**config.mk**
```make
export PLATFORM = sky130hd
export DESIGN_NAME = core_lsu_bus_flat
export DESIGN_NICKNAME = d
export VERILOG_FILES = /design/src/rtl/core_lsu_bus_if.sv /design/src/rtl/core_lsu_bus.sv /design/src/flat_wrapper.sv
export SDC_FILE = /design/constraint.sdc
export NUM_CORES = 1
export LEC_CHECK = 0
export CAP_MARGIN = 5
export CELL_PAD_IN_SITES_DETAIL_PLACEMENT = 0
export CELL_PAD_IN_SITES_GLOBAL_PLACEMENT = 2
export CORE_MARGIN = 5
export CORE_UTILIZATION = 28
export DETAILED_ROUTE_END_ITERATION = 10
export PLACE_DENSITY_LB_ADDON = 0.1
export SETUP_SLACK_MARGIN = 0.3
export SYNTH_ARGS = -nofsm -noshare
export SYNTH_HDL_FRONTEND = slang
export SYNTH_SLANG_ARGS = --single-unit
```
**constraint.sdc**
```tcl
create_clock -name CLK -period 3.7 [get_ports CLK]
set_clock_uncertainty 0.15 [all_clocks]
set_input_delay 0.74 -clock CLK [delete_from_list [all_inputs] [get_ports CLK]]
set_output_delay 0.74 -clock CLK [all_outputs]
set_load 0.05 [all_outputs]
```
**src/rtl/core_lsu_bus_if.sv**
```systemverilog
// Data-bus bundle between the memory-stage load/store master and the memory port.
// Request side stays stable while M_REQ is high and M_GNT is low.
interface core_lsu_bus_if;
   // Valid/ready rule: the master raises M_REQ with M_WE/M_ADDR/M_WSTRB/M_WDATA and holds
   // them unchanged until a cycle with M_GNT=1. The request is accepted on that rising edge.
   // One M_RVALID pulse, in the grant cycle or later, then ends the transaction.
   logic        M_REQ;
   logic        M_WE;
   logic [31:0] M_ADDR;
   logic [3:0]  M_WSTRB;
   logic [31:0] M_WDATA;
   logic        M_GNT;
   logic        M_RVALID;
   logic [31:0] M_RDATA;

   modport master (
      output M_REQ, M_WE, M_ADDR, M_WSTRB, M_WDATA,
      input  M_GNT, M_RVALID, M_RDATA
   );

   modport slave (
      input  M_REQ, M_WE, M_ADDR, M_WSTRB, M_WDATA,
      output M_GNT, M_RVALID, M_RDATA
   );
endinterface

```
**src/rtl/core_lsu_bus.sv**
```systemverilog
// Memory-stage load/store bus master: runs one bus access per start pulse and returns
// BUSY/DONE/ERR plus lane-aligned, sign- or zero-extended load data.
module core_lsu_bus #(
   parameter int TIMEOUT_CYCLES = 255
) (
   input  logic        CLK,
   input  logic        NRST,
   input  logic        ISLOAD_SS,
   input  logic        ISSTORE_SS,
   input  logic [31:0] ADDR,
   input  logic [3:0]  STRB,
   input  logic        ISLOADBS,
   input  logic        ISLOADHWS,
   input  logic [31:0] WDATA,
   input  logic        ACK,
   output logic        BUSY,
   output logic        DONE,
   output logic        ERR,
   output logic [31:0] LOAD_DATA,
   output logic [1:0]  DBG_STATE,
   core_lsu_bus_if.master m_bus
);

   typedef enum logic [1:0] {S_IDLE, S_REQ, S_RESP, S_FIN} state_t;

   localparam logic [16:0] LP_LIMIT = 17'(TIMEOUT_CYCLES);

   state_t      r_state;
   logic        r_req;
   logic        r_busy;
   logic        r_done;
   logic        r_err;
   logic [31:0] r_load_data;
   logic        r_we;
   logic [31:0] r_addr;
   logic [1:0]  r_addr_lo;
   logic [3:0]  r_strb;
   logic        r_sbs;
   logic        r_shs;
   logic [31:0] r_wdata;
   logic [15:0] r_cnt;

   logic [2:0]  w_nlanes;
   logic [7:0]  w_byte;
   logic [15:0] w_half;
   logic [31:0] w_load_ext;
   logic [16:0] w_cnt_nxt;
   logic        w_complete;

   assign w_nlanes = {2'b00, r_strb[0]} + {2'b00, r_strb[1]}
                   + {2'b00, r_strb[2]} + {2'b00, r_strb[3]};
   assign w_half   = (r_strb == 4'b0011) ? m_bus.M_RDATA[15:0] : m_bus.M_RDATA[31:16];
   assign w_cnt_nxt = {1'b0, r_cnt} + 17'd1;
   assign w_complete = m_bus.M_RVALID &
                       ((r_state == S_RESP) || ((r_state == S_REQ) && m_bus.M_GNT));

   always_comb begin
      w_byte = m_bus.M_RDATA[7:0];
      case (r_addr_lo)
         2'd1:    w_byte = m_bus.M_RDATA[15:8];
         2'd2:    w_byte = m_bus.M_RDATA[23:16];
         2'd3:    w_byte = m_bus.M_RDATA[31:24];
         default: w_byte = m_bus.M_RDATA[7:0];
      endcase
   end

   // Only the two naturally aligned halfword strobes are extended; odd pairs pass raw.
   always_comb begin
      w_load_ext = m_bus.M_RDATA;
      case (w_nlanes)
         3'd1: w_load_ext = {{24{r_sbs & w_byte[7]}}, w_byte};
         3'd2: begin
            if ((r_strb == 4'b0011) || (r_strb == 4'b1100))
               w_load_ext = {{16{r_shs & w_half[15]}}, w_half};
         end
         default: w_load_ext = m_bus.M_RDATA;
      endcase
   end

   always_ff @(posedge CLK or negedge NRST) begin
      if (!NRST) begin
         r_state     <= S_IDLE;
         r_req       <= 1'b0;
         r_busy      <= 1'b0;
         r_done      <= 1'b0;
         r_err       <= 1'b0;
         r_load_data <= 32'd0;
         r_we        <= 1'b0;
         r_addr      <= 32'd0;
         r_addr_lo   <= 2'd0;
         r_strb      <= 4'd0;
         r_sbs       <= 1'b0;
         r_shs       <= 1'b0;
         r_wdata     <= 32'd0;
         r_cnt       <= 16'd0;
      end else begin
         case (r_state)
            S_IDLE: begin
               if (ISLOAD_SS || ISSTORE_SS) begin
                  r_state   <= S_REQ;
                  r_req     <= 1'b1;
                  r_busy    <= 1'b1;
                  r_we      <= ~ISLOAD_SS;
                  r_addr    <= {ADDR[31:2], 2'b00};
                  r_addr_lo <= ADDR[1:0];
                  r_strb    <= STRB;
                  r_sbs     <= ISLOADBS;
                  r_shs     <= ISLOADHWS;
                  r_wdata   <= WDATA << {ADDR[1:0], 3'b000};
                  r_cnt     <= 16'd0;
               end
            end
            S_REQ, S_RESP: begin
               // A response on the limit cycle still counts as a clean completion.
               if (w_complete) begin
                  r_state     <= S_FIN;
                  r_req       <= 1'b0;
                  r_busy      <= 1'b0;
                  r_done      <= 1'b1;
                  r_err       <= 1'b0;
                  r_load_data <= r_we ? 32'd0 : w_load_ext;
               end else if (w_cnt_nxt == LP_LIMIT) begin
                  r_state     <= S_FIN;
                  r_req       <= 1'b0;
                  r_busy      <= 1'b0;
                  r_done      <= 1'b1;
                  r_err       <= 1'b1;
                  r_load_data <= 32'd0;
               end else begin
                  r_cnt <= w_cnt_nxt[15:0];
                  if ((r_state == S_REQ) && m_bus.M_GNT) begin
                     r_state <= S_RESP;
                     r_req   <= 1'b0;
                  end
               end
            end
            S_FIN: begin
               if (ACK) begin
                  r_state     <= S_IDLE;
                  r_done      <= 1'b0;
                  r_err       <= 1'b0;
                  r_load_data <= 32'd0;
               end
            end
            default: r_state <= S_IDLE;
         endcase
      end
   end

   assign BUSY          = r_busy;
   assign DONE          = r_done;
   assign ERR           = r_err;
   assign LOAD_DATA     = r_load_data;
   assign DBG_STATE     = r_state;
   assign m_bus.M_REQ   = r_req;
   assign m_bus.M_WE    = r_we;
   assign m_bus.M_ADDR  = r_addr;
   assign m_bus.M_WSTRB = r_strb;
   assign m_bus.M_WDATA = r_wdata;

endmodule

```
**src/flat_wrapper.sv**
```systemverilog
// flat-port wrapper written by rule: the top's interface ports become plain ports
module core_lsu_bus_flat 
#(
   parameter int TIMEOUT_CYCLES = 255
)
  (CLK, NRST, ISLOAD_SS, ISSTORE_SS, ADDR, STRB, ISLOADBS, ISLOADHWS, WDATA, ACK, BUSY, DONE, ERR, LOAD_DATA, DBG_STATE, m_bus_M_REQ, m_bus_M_WE, m_bus_M_ADDR, m_bus_M_WSTRB, m_bus_M_WDATA, m_bus_M_GNT, m_bus_M_RVALID, m_bus_M_RDATA);
  core_lsu_bus_if m_bus_i ();
  input  logic CLK;
  input  logic NRST;
  input  logic ISLOAD_SS;
  input  logic ISSTORE_SS;
  input  logic [31:0] ADDR;
  input  logic [3:0] STRB;
  input  logic ISLOADBS;
  input  logic ISLOADHWS;
  input  logic [31:0] WDATA;
  input  logic ACK;
  output logic BUSY;
  output logic DONE;
  output logic ERR;
  output logic [31:0] LOAD_DATA;
  output logic [1:0] DBG_STATE;
  output wire logic [$bits(m_bus_i.M_REQ)-1:0] m_bus_M_REQ;
  output wire logic [$bits(m_bus_i.M_WE)-1:0] m_bus_M_WE;
  output wire logic [$bits(m_bus_i.M_ADDR)-1:0] m_bus_M_ADDR;
  output wire logic [$bits(m_bus_i.M_WSTRB)-1:0] m_bus_M_WSTRB;
  output wire logic [$bits(m_bus_i.M_WDATA)-1:0] m_bus_M_WDATA;
  input wire logic [$bits(m_bus_i.M_GNT)-1:0] m_bus_M_GNT;
  input wire logic [$bits(m_bus_i.M_RVALID)-1:0] m_bus_M_RVALID;
  input wire logic [$bits(m_bus_i.M_RDATA)-1:0] m_bus_M_RDATA;
  assign m_bus_M_REQ = m_bus_i.M_REQ;
  assign m_bus_M_WE = m_bus_i.M_WE;
  assign m_bus_M_ADDR = m_bus_i.M_ADDR;
  assign m_bus_M_WSTRB = m_bus_i.M_WSTRB;
  assign m_bus_M_WDATA = m_bus_i.M_WDATA;
  assign m_bus_i.M_GNT = m_bus_M_GNT;
  assign m_bus_i.M_RVALID = m_bus_M_RVALID;
  assign m_bus_i.M_RDATA = m_bus_M_RDATA;
  core_lsu_bus #(.TIMEOUT_CYCLES(TIMEOUT_CYCLES)) u_core (.CLK(CLK), .NRST(NRST), .ISLOAD_SS(ISLOAD_SS), .ISSTORE_SS(ISSTORE_SS), .ADDR(ADDR), .STRB(STRB), .ISLOADBS(ISLOADBS), .ISLOADHWS(ISLOADHWS), .WDATA(WDATA), .ACK(ACK), .BUSY(BUSY), .DONE(DONE), .ERR(ERR), .LOAD_DATA(LOAD_DATA), .DBG_STATE(DBG_STATE), .m_bus(m_bus_i));
endmodule
```
==> impl_summary.md <==
Run status
The run finished with clean final reports.

STA
Setup repair after global routing left no endpoint under its margin. The setup TNS after final layout is 0 ns. The maximum clock frequency is 0.3146 GHz. The count of endpoints failing setup in the final report is 0. The worst path in the final design needs a cycle of 3.179 ns, including I/O delays and setup. In this run the tightest slew margin relative to its limit is 0.3958.

The number of hold violations in the final report is 0. At the pin with the least slew margin, the transition time is 0.9063 ns. The count of final max-slew check failures is 0. The post-route fraction of the period consumed by the critical path is 0.8591.

Critical path
The required arrival time at the worst endpoint is 3.85 ns. The critical path goes through nand4_1, or4_4, nor3b_1, o22ai_1, o311ai_4, nand3b_4, buf_6, mux2_2. STA classifies the critical path startpoint as a flip-flop. Together, buffers and inverters on the worst path number 1. Data arrives at the worst endpoint at approximately 3.3 ns. The cell at the slowest stage of the critical path is sky130_fd_sc_hd__or4_4. By startpoint and endpoint, the worst setup path is classified as reg2reg. The largest single stage delay on the critical path is 0.57 ns. The type of element capturing the critical path is a flip-flop.

The highest net fanout along the worst path is 33. The cell family contributing the most delay on the critical path is simple AND/OR/NAND/NOR gates.

Drt
The routed layout has roughly 5600 vias. Before antenna repair, the detailed router went through 6 iterations. After detailed routing, the average wire length per cell comes to 18.74 um. The number of DRC markers in iteration 0 is 201. The routed wire length is 21.94 mm.

The detail route stage leaves a number of antenna-violating nets equal to 0. The per-cell via count in the routed design is 4.789. The post-route DRC violation count is 0.

Synthesis
The cell type with the largest total area after synthesis is sky130_fd_sc_hd__dfrtp_1. The cell area that synthesis handed to floorplanning was 6655 sq um. Averaged over all synthesized cells, the footprint is 10.56 sq um.

The share of synthesized area in the top cell type comes to 0.4700. Yosys attributes the largest share of cell area to sky130_fd_sc_hd__dfrtp_1 47%, sky130_fd_sc_hd__mux2_2 8.3%, sky130_fd_sc_hd__mux2_4 4.7%. The instance count of the mapped netlist is 630.

The post-synthesis sequential element count is 125. The number of synthesis warnings is 0. The post-synthesis cell type count is 63. The commonest cells after synthesis are 125 x sky130_fd_sc_hd__dfrtp_1, 67 x sky130_fd_sc_hd__nand2_1, 59 x sky130_fd_sc_hd__nor2_1, 49 x sky130_fd_sc_hd__mux2_2, 39 x sky130_fd_sc_hd__o21ai_0. The fraction of registers with async set/reset is 1.000. The top flip-flop cell by instance count after synthesis is sky130_fd_sc_hd__dfrtp_1. In this run, synthesis inferred 0 flip-flops with an integrated enable.

The leading cell type by number of instances after synthesis is sky130_fd_sc_hd__dfrtp_1. Of the synthesized area, sequential elements account for 0.4700.

Finish
The post-route core utilization is 0.4170. In the final layout, the share of cells above drive strength 1 is 0.1737. The total number of nets in the final design is 958.

The number of antenna diodes in the final layout is 0. The area growth from synthesis to layout is 47.08%.

Clocking
The CTS tree is done. The clock reaches the later pin of the worst-skew pair after 0.42 ns. The deepest level of the CTS H-tree is 4. The clock transition at the register clock pins on the worst setup and hold paths after CTS is about 0.070 ns.

The master cell of the clock root buffer is sky130_fd_sc_hd__clkbuf_16. The clock sink count is 125. The clock tree buffer depth is 2.

Hold repair after CTS inserted 0 buffers. The CTS buffer count is 17.

Global routing
The number of antenna violations at the first check in global routing came to 3. Across every metal layer, demand over resource in global routing totals 0.1658. The global-route wire length before repair is 34.37 mm. After global routing the overflow that remains totals 0. The number of global-route vias before repair was 5992.

Entering global routing, the biggest net connects 94 pins.

Floorplan
The core area is 23470 sq um. The die is 164.2 um tall. The effective utilization at floorplan is 0.2835.

During I/O placement, the number of pins put on the boundary was 216. The floorplan row count is 56. The floorplan step defined a die boundary enclosing 26950 sq um. The die width is 164.2 um.

Pwr
The switching part of the total is 0.4875. For this design the static power due to leakage is 4.148 nW. The fraction of power consumed by combinational cells is 0.592. The power density of the placed cells is between 900 and 1000 nW/um^2. The analysis attributes to net switching a power of 4.729 mW.

The worst voltage drop across the vdd grid is 0.3892 mV. The design internal power is 4.972 mW. The part of the power in registers is 0.239. The proportion of power drawn by the clock network is 0.169.

Place
The congestion estimate from routability-driven global placement came to 0.7823. Detailed placement finished with a half-perimeter wire length of 16.38 mm. In this run the tool buffered the top-level ports with 213 buffer cells.

Min path
The type of the tightest min-delay check is in2async.

Flow run
The max-cap violation count is 0.
-- worst paths after layout --
check                      cells past startpoint  slack (ns)                      from                        to
min reg2reg                                    2        0.33  u_core.m_bus.M_WDATA[15]  u_core.m_bus.M_WDATA[15]
max reg2reg                                    8        0.52           u_core.r_cnt[2]      u_core.LOAD_DATA[31]
max in group asynchronous                      2        2.33                      NRST      u_core.LOAD_DATA[10]
min in group CLK                               2        0.33  u_core.m_bus.M_WDATA[15]  u_core.m_bus.M_WDATA[15]
max                                            8        0.52           u_core.r_cnt[2]      u_core.LOAD_DATA[31]
min                                            1        0.24                      NRST           u_core.r_cnt[3]
-- power by group through the flow --
stage | combinational (mW) | sequential [mW] | clock, mW
final | 5.74 | 2.32 | 1.64
after global placement | 5.72 | 2.32 | 0
after global routing | 6.12 | 2.41 | 1.76
after floorplan | 2.20 | 3.96 | 0
after detailed placement | 5.75 | 2.34 | 0
after CTS | 5.77 | 2.33 | 1.69
-- metrics by stage --
step / cells / area [sq um] / total power, mW / worst slack, ns / hold slack, ns
2_1_floorplan: 631 / 6681 / 6.162 / 0.3600 / 0.2944
6_report: 1171 / 9788 / 9.701 / 0.5214 / 0.2363
3_5_place_dp: 1138 / 9179 / 8.087 / 0.3188 / 0.3226
3_3_place_gp: 1138 / 9179 / 8.040 / 0.4462 / 0.3136
4_1_cts: 1170 / 9751 / 9.784 / 0.3941 / 0.3060
5_1_grt: 1171 / 9788 / 10.29 / 0.3206 / 0.3114
-- metal layers --
metal,part of all wire,vias to the layer above,global-route usage
li1,-,2700,-
met1,0.43,2710,0.2044
met2,0.47,169,0.2657
met3,0.087,23,0.06725
met4,0.017,6,0.05223
met5,0.0016,-,0
-- flip-flops by register name, indices dropped and copies added, names as in the netlist, 2 cells and up --
| signal | count |
|---|---|
| u_core.DBG_STATE | 2 |
| u_core.LOAD_DATA | 32 |
| u_core.m_bus.M_ADDR | 30 |
| u_core.m_bus.M_WDATA | 32 |
| u_core.m_bus.M_WSTRB | 4 |
| u_core.r_addr_lo | 2 |
| u_core.r_cnt | 16 |
-- layout by cell type (no fill, tap or decap), types with 21 or more instances in the layout --
master / count
sky130_fd_sc_hd__clkdlybuf4s50_1: 212
sky130_fd_sc_hd__dfrtp_1: 123
sky130_fd_sc_hd__nand2_1: 67
sky130_fd_sc_hd__nor2_1: 59
sky130_fd_sc_hd__mux2_2: 49
sky130_fd_sc_hd__o21ai_0: 39
sky130_fd_sc_hd__a21oi_1: 26
sky130_fd_sc_hd__mux2i_1: 25
sky130_fd_sc_hd__mux2_4: 21
-- what timing repair did --
item | CTS | global route
resized for setup | 1 | 4
buffers inserted | 0 | 1
gates cloned | 0 | 0
setup endpoints to repair | 1 | 33
-- cell families after synthesis --
group,count (synthesis),share of synthesized area
XOR/XNOR,3,0.003949
AO/OA/AOI/OAI,136,0.1356
other,1,0.0005635
flip-flops,125,0.4700
buffers and inverters,57,0.03760
AND/OR/NAND/NOR,195,0.1374
multiplexers,103,0.1950
adder cells (fa/ha/maj),10,0.01993
-- final cells by class --
| class | count | area [sq um] |
|---|---|---|
| flip-flops and latches | 125 | 3131 |
| well taps | 319 | 399.1 |
| clock buffers | 17 | 425.4 |
| repair buffers | 233 | 2312 |
| multi-input cells | 449 | 3331 |
| clock inverters | 15 | 141.4 |
| inverters | 13 | 48.80 |
| fillers | 2275 | 13680 |
(Power assumes the default switching activity.)
